--- config.mk ---
export PLATFORM = sky130hd
export DESIGN_NAME = curve_point_deserializer
export DESIGN_NICKNAME = d
export VERILOG_FILES = /design/src/rtl/curve_point_deserializer.sv
export SDC_FILE = /design/constraint.sdc
export NUM_CORES = 2
export LEC_CHECK = 0
export BUFFER_PORTS_ARGS = -buffer_cell sky130_fd_sc_hd__buf_4
export CAP_MARGIN = 5
export CORE_ASPECT_RATIO = 1.1
export CORE_MARGIN = 1
export CORE_UTILIZATION = 30
export CTS_BUF_LIST = sky130_fd_sc_hd__clkbuf_8 sky130_fd_sc_hd__clkbuf_16
export CTS_CLUSTER_SIZE = 25
export DETAILED_ROUTE_END_ITERATION = 7
export GPL_TIMING_DRIVEN = 0
export PLACE_DENSITY = 0.56
export SLEW_MARGIN = 5
export SYNTH_ARGS = -nofsm -noshare
export SYNTH_HDL_FRONTEND = slang
export SYNTH_SLANG_ARGS = --single-unit
--- constraint.sdc ---
create_clock -name clk -period 4.7 [get_ports clk]
set_input_delay 0 -clock clk [delete_from_list [all_inputs] [get_ports clk]]
set_output_delay 0 -clock clk [all_outputs]
set_load 0.03 [all_outputs]
--- src/rtl/curve_point_deserializer.sv ---
// Assembles LS-word-first stream words into one packed {x, y} curve point.
// Optional macro POINT_RANGE_CHECK_EN adds an advisory x/y >= MODULUS flag.
module curve_point_deserializer #(
    parameter int P_WIDTH = 256,
    parameter int WORD_W  = 32,
    parameter logic [P_WIDTH-1:0] MODULUS =
        256'hfffffffffffffffffffffffffffffffffffffffffffffffffffffffefffffc2f
) (
    input  logic                 clk,
    input  logic                 reset,
    input  logic [WORD_W-1:0]    in_data,
    input  logic                 in_valid,
    input  logic                 in_last,
    output logic                 in_ready,
    output logic [2*P_WIDTH-1:0] out_point,
    output logic                 out_valid,
    input  logic                 out_ready,
    output logic                 out_is_inf,
    output logic                 out_range_err,
    output logic                 frame_err
);

    localparam int N     = (P_WIDTH + WORD_W - 1) / WORD_W;
    localparam int FRAME = 2 * N;
    localparam int BUF_W = N * WORD_W;
    localparam int CNT_W = (FRAME > 1) ? $clog2(FRAME) : 1;

    localparam logic [CNT_W-1:0] X_WORDS  = CNT_W'(N);
    localparam logic [CNT_W-1:0] LAST_IDX = CNT_W'(FRAME - 1);

    typedef enum logic {
        COLLECT = 1'b0,
        HOLD    = 1'b1
    } state_t;

    state_t r_state;
    state_t w_state_next;

    logic [CNT_W-1:0]     r_cnt;
    logic [BUF_W-1:0]     r_x;
    logic [BUF_W-1:0]     r_y;
    logic [2*P_WIDTH-1:0] r_point;
    logic                 r_inf;
    logic                 r_rerr;
    logic                 r_ferr;

    logic                 w_accept;
    logic                 w_is_x;
    logic                 w_at_end;
    logic                 w_done;
    logic [BUF_W-1:0]     w_x_shift;
    logic [BUF_W-1:0]     w_y_shift;
    logic [P_WIDTH-1:0]   w_x_fin;
    logic [P_WIDTH-1:0]   w_y_fin;
    logic                 w_range;

    assign in_ready  = (r_state == COLLECT);
    assign w_accept  = in_valid && in_ready;
    assign w_is_x    = (r_cnt < X_WORDS);
    assign w_at_end  = (r_cnt == LAST_IDX);
    assign w_done    = w_accept && w_at_end && in_last;

    // New words enter at the top so word 0 ends up least significant.
    assign w_x_shift = BUF_W'({in_data, r_x} >> WORD_W);
    assign w_y_shift = BUF_W'({in_data, r_y} >> WORD_W);

    // x is complete before the last word; y includes the word arriving now.
    assign w_x_fin   = r_x[P_WIDTH-1:0];
    assign w_y_fin   = w_y_shift[P_WIDTH-1:0];

`ifdef POINT_RANGE_CHECK_EN
    assign w_range   = (w_x_fin >= MODULUS) || (w_y_fin >= MODULUS);
`else
    assign w_range   = 1'b0;
`endif

    // State register.
    always_ff @(posedge clk) begin
        if (reset) begin
            r_state <= COLLECT;
        end else begin
            r_state <= w_state_next;
        end
    end

    // Next state: HOLD owns the single output buffer until it is consumed.
    always_comb begin
        w_state_next = r_state;
        unique case (r_state)
            COLLECT: if (w_done)    w_state_next = HOLD;
            HOLD:    if (out_ready) w_state_next = COLLECT;
            default:                w_state_next = COLLECT;
        endcase
    end

    // Word capture, framing checks and output point registration.
    always_ff @(posedge clk) begin
        if (reset) begin
            r_cnt   <= '0;
            r_x     <= '0;
            r_y     <= '0;
            r_point <= '0;
            r_inf   <= 1'b0;
            r_rerr  <= 1'b0;
            r_ferr  <= 1'b0;
        end else begin
            r_ferr <= 1'b0;
            if (w_accept) begin
                if (w_is_x) begin
                    r_x <= w_x_shift;
                end else begin
                    r_y <= w_y_shift;
                end
                if (w_at_end || in_last) begin
                    r_cnt <= '0;
                end else begin
                    r_cnt <= r_cnt + 1'b1;
                end
                if (w_at_end && in_last) begin
                    r_point <= {w_x_fin, w_y_fin};
                    r_inf   <= (w_x_fin == '0) && (w_y_fin == '0);
                    r_rerr  <= w_range;
                end else if (w_at_end || in_last) begin
                    r_ferr  <= 1'b1;
                end
            end
        end
    end

    assign out_valid     = (r_state == HOLD);
    assign out_point     = r_point;
    assign out_is_inf    = r_inf;
    assign out_range_err = r_rerr;
    assign frame_err     = r_ferr;

endmodule

Word level (Yosys, flattened, before mapping)
Cells that the tools add are included.
- bits in registers: 1031
- input port bits: 37
- output and inout bits: 517
- logic and storage cells: 30
- add/subtract/negate cells: 1
- magnitude comparators: 1
- equality and inequality tests: 1
- mux-type cells: 5
- bitwise logic cells: 3
- reduce and logical (&&, ||, !) cells: 12
- operators by type and width (operator ; count):
    256-bit logical NOT ; 2
    2-bit AND reduction ; 3
    1-bit logical AND ; 5
    4-bit by 1-bit adder with 4-bit output, second input constant ; 1
    4-bit == test, second input constant ; 1
    4-bit less-than comparator, second input constant ; 1
    4-bit 2-to-1 mux ; 1
    1-bit 2-to-1 mux ; 3
    1-bit NOT ; 3
    3-bit OR reduction ; 1
    1-bit case mux with 2 select lines ; 1
    1-bit logical OR ; 1

Logic depth before layout (Yosys ltp)
- depth after elaboration: 6
- mapped depth: 9
- depth with buffers taken out: 7

Worst setup path before layout
OpenSTA, ideal clock, no wires.
- path type: register to register
- start point: reg r_state (netlist: out_valid)
- end point: reg r_x[185]
- library setup time: 0.070 ns
- arrival time: 1.779 ns
- data required time: 4.630 ns
- setup slack: 2.851 ns
- cell stages (with the launch flop): 8
- path buffers: 2
- period minus slack after synthesis: 1.849 ns
- path through: dfxtp_1 > inv_1 > nand2_1 > nor2_1 > clkbuf_1 > buf_1 > nand2_1 > a21oi_1
- cells in the longest elaborated chain, start to end: 3
- ends and longest elaborated chain (item ; RTL line ; RTL):
    start: declaration ; 36 ; state_t r_state;
    start signal: assignment ; 82 ; r_state <= w_state_next;
    1-bit NOT ; 57 ; assign in_ready = (r_state == COLLECT);
    named net in_ready ; 14 ; output logic in_ready,
    1-bit logical AND ; 58 ; assign w_accept = in_valid && in_ready;
    2-bit AND reduction (no source line) ; n/a ;
    end signal: assignment ; 110 ; r_x <= w_x_shift;
    end: declaration ; 40 ; logic [BUF_W-1:0] r_x;
The timed path passes the listed nets, and every way through them passes these cells.
A chain may end at the register's enable or synchronous reset.

Worst setup path after layout
- start point: reg r_cnt[0]
- end point: reg r_point[261] (netlist: out_point[261])
- cells in the longest elaborated chain, start to end: 3
- ends and longest elaborated chain (item ; RTL line ; RTL):
    start: declaration ; 39 ; logic [CNT_W-1:0] r_cnt;
    start signal: assignment ; 117 ; r_cnt <= r_cnt + 1'b1;
    4-bit == test ; 60 ; assign w_at_end = (r_cnt == LAST_IDX);
    1-bit logical AND ; 119 ; if (w_at_end && in_last) begin
    2-bit AND reduction (no source line) ; n/a ;
    end signal: assignment ; 120 ; r_point <= {w_x_fin, w_y_fin};
    end: declaration ; 42 ; logic [2*P_WIDTH-1:0] r_point;
No other way between the ends.

==> impl_metrics.csv <==
group,metric,value,unit
cts,cts_root_buffer,"clkbuf_16",
power_and_ir_drop,power,17.55,mW
worst_setup_path,cp-end-kind,"register",
min_path,hp-start,"in_data[20]",
power_and_ir_drop,irDropWorstVdd,278.6,uV
route,postRouteWirelength,142000,um
route,dr.first_iter.drc_count,2835,
cts,worstSkewPairLatency,0.69,ns
power_and_ir_drop,power-per-cell-area,389.6,mW/mm2
yosys,synth_cell_type_count,27,
worst_setup_path,timing.critical_path.fanout_max,10,
yosys,avgSynthCellArea,7.756,um2
worst_setup_path,setup.worst_path.class,"register to register",
route,first_pass_iters,8,
global_routing,globalRoute.totalOverflow,0,
global_routing,first_global_vias,31889,
place,weighted_congestion_reported_at_the_end_of_routability_driven_placement,0.9249,
power_and_ir_drop,leakagePower,16.09,nW
worst_setup_path,cp.required,5.32,ns
worst_setup_path,cpPeakStageDelay,0.73,ns
route,route.vias.total,33542,
layout,nNetsFinal,5254,
timing,fin_skew,0.02050,ns
cts,clkSinkCount,999,
place,place_hpwl,109200,um
timing,final-hold-violation-count,0,
yosys,syn_nets,4557,
route,post_drt_wl_per_cell,20.79,um
worst_setup_path,critPathMostFrequentCell,"buf_2",
cts,cts.reportedPaths.clkPinSlew,0.07,ns
worst_setup_path,rr_endpoint,"out_point[261]",
worst_setup_path,crit_path_top_delay_cell,"clkbuf_1",
place,port-buffer-count,550,
status,failed_checks,"DRC",
route,drt-vias-per-instance,4.910,
timing,min_period_over_period,64.41,%
global_routing,gr-usage-all-layers,23.11,%
yosys,synth-seq-area-share,57.06,%
worst_setup_path,arrival,3.64,ns
yosys,post_synth_inst_count,4519,
route,drc,4,
yosys,post_synth_design_cell_area,0.03505,mm2
timing,relSlewSlack,19.89,%
layout,final_instance_area,0.04505,mm2
route,drt.antenna.violating_nets,0,
die,initial_utilization,30.24,%
worst_setup_path,setup.worst_path.start,"r_cnt[0]",
worst_setup_path,start_kind,"register",
global_routing,antenna_found_initial,5,
timing,fin_tns_setup,0,ns
die,chipWidth,327.9,um
yosys,yosysWarningCount,0,
min_path,worstHoldPathType,"input pin to register",
worst_setup_path,rr_startpoint,"r_cnt[0]",
cts,clk_path_buf_depth,3,
die,ios,554,
layout,fill_cells,12182,
cts,post-cts-setup-buffer-count,0,
timing,timing.fmax,330.3,MHz
die,die-height,360.5,um
place,detailed_place.area,0.04109,mm2
timing,timing.final.max_slew_violations,0,
worst_setup_path,crit_path_end,"out_point[261]",
die,coreArea,0.1159,mm2
timing,timing.final.setup_violations,0,
worst_setup_path,worst_r2r_path_cells,9,
die,rows,131,
die,die_area,0.1182,mm2
timing,timing.final.crit_period,3.027,ns
global_routing,pin_count_of_the_biggest_net_entering_global_routing,15,
cts,total_cts_buffers,107,
layout,areaGrowthSynthToFinish,28.55,%
cts,clock_tree_from_tritoncts,"built",
timing,rsz0062_at_grt,"no",
layout,final_layout_size_suffix_gt1_share,14.98,%
timing,worst_slew_pin_slew,1.191,ns
cts,h_tree_depth_reported_by_cts,3,
run,maxCapViolations,0,
worst_setup_path,worstPathCellList,"ha_1 -> and3_1 -> buf_2 -> nand3_1 -> buf_2 -> buf_2 -> clkbuf_1 -> nand2_1 -> a21oi_1",
worst_setup_path,ff2ff_setup_slack,1.67,ns
global_routing,grt_pass1_wl,205100,um
status,outcome,"complete, but fails checks",
place,pre_cts_slack,1.333,ns
timing,fin_ws,1.673,ns
yosys,postSynthRegisterBits,999,
[repair_timing]
action	CTS	global route
hold endpoints to repair	102	0
hold buffers	37	0
resized for setup	0	0
[critical path, delay by kind of cell, from the launching register on]
family	cells	cell delay, ns
AO/OA/AOI/OAI	1	0.17
AND/OR/NAND/NOR	3	0.37
adder cells (fa/ha/maj)	1	0.23
flip-flops	1	0.34
buffers and inverters	4	1.80
[cell families (layout without fill, tap and decap cells)]
group | count (synthesis) | after routing | synth area share (%)
adders and majority gates | 1 | 1 | 0.03569
xor gates and xnor gates | 1 | 1 | 0.02499
and+or+nand+nor | 2183 | 2183 | 24.75
buffers and inverters | 335 | 1115 | 3.841
DFF | 999 | 999 | 57.06
AOI/OAI and AO/OA | 999 | 999 | 14.28
other | 1 | 4 | 0.01070
[how the worst min path moves through the flow]
| stage | end | depth (start not counted) |
|---|---|---|
| final | r_x[244] | 4 |
| after floorplan | r_x[235] | 2 |
| after CTS | r_y[247] | 4 |
| after global routing | r_y[247] | 4 |
| after detailed placement | out_point[244] | 3 |
| after global placement | r_y[244] | 3 |
[sequential cells by signal (all words and copies together), names as in the netlist]
register / flops
out_valid: 1
out_is_inf: 1
frame_err: 1
r_y: 224
r_cnt: 4
out_point: 512
r_x: 256
[Yosys cell counts]
cell	number	area, um2
nor3_1	6	30.03
nand3b_1	1	7.510
and4_1	1	8.760
nand4_1	31	193.9
inv_1	1	3.750
nand3_1	7	35.03
dfxtp_1	999	20000
and2_1	1	6.260
nor4_1	129	807.0
nand2b_1	2	12.51
a32oi_1	1	8.760
xnor2_1	1	8.760
o21ai_0	1	5.000
or4_1	1	7.510
buf_1	34	127.6
o21ai_1	1	5.000
nand2_1	1989	7466
conb_1	1	3.750
buf_4	1	7.510
nor2b_1	1	6.260
ha_1	1	12.51
nor2_1	8	30.03
and3_1	2	12.51
nor4_2	4	50.05
clkbuf_1	231	867.1
buf_2	68	340.3
a21oi_1	996	4985
[cell type report]
class	instances	area [um2]	share of cell area, %
diodes	3	7.507	0.01666
plain buffers	334	1345	2.985
clock buffers	134	3094	6.868
clock inverters	58	469.2	1.041
inverters	1	3.754	0.008331
multi-input cells	3185	13710	30.44
flip-flops and latches	999	20000	44.39
well taps	1529	1913	4.246
repair buffers	588	4507	10.00
[through the flow]
stage,utilization [%],std cells,hold slack (ns)
after global routing,38.87,6829,0.1411
final,38.88,6831,0.1613
after floorplan,-,4519,0.1360
after global placement,35.46,6598,0.2916
after CTS,38.85,6827,0.1026
after detailed placement,35.46,6598,0.2981
[where the power goes]
group	leakage, nW	internal (mW)	total [mW]	switching [mW]
Combinational	6.18	0.112	0.469	0.356
Sequential	8.05	8.50	8.55	0.0561
Clock	1.86	5.00	8.53	3.53
[layer usage]
layer | global-route usage, % | share of wire (%)
met1 | 30.53 | 44
met2 | 36.87 | 45
met3 | 5.035 | 7.2
met4 | 8.173 | 3.4
met5 | 0 | 0.0092
[placed cells by master, fill, tap and decap left out, drive strengths merged]
cell	synthesis	routed
o21ai	2	2
nor2	8	8
xnor2	1	1
nand3	7	7
nand4	31	31
conb	1	1
and4	1	1
nand3b	1	1
diode	0	3
a21oi	996	996
bufinv	0	7
nor2b	1	1
dlygate4sd3	0	37
clkbuf	231	366
inv	1	31
dfxtp	999	999
and3	2	2
and2	1	1
nand2	1989	1989
clkinv	0	17
nor3	6	6
clkinvlp	0	4
nor4	133	133
ha	1	1
a32oi	1	1
or4	1	1
buf	103	653
nand2b	2	2
Power figures use the tool's default switching activity.
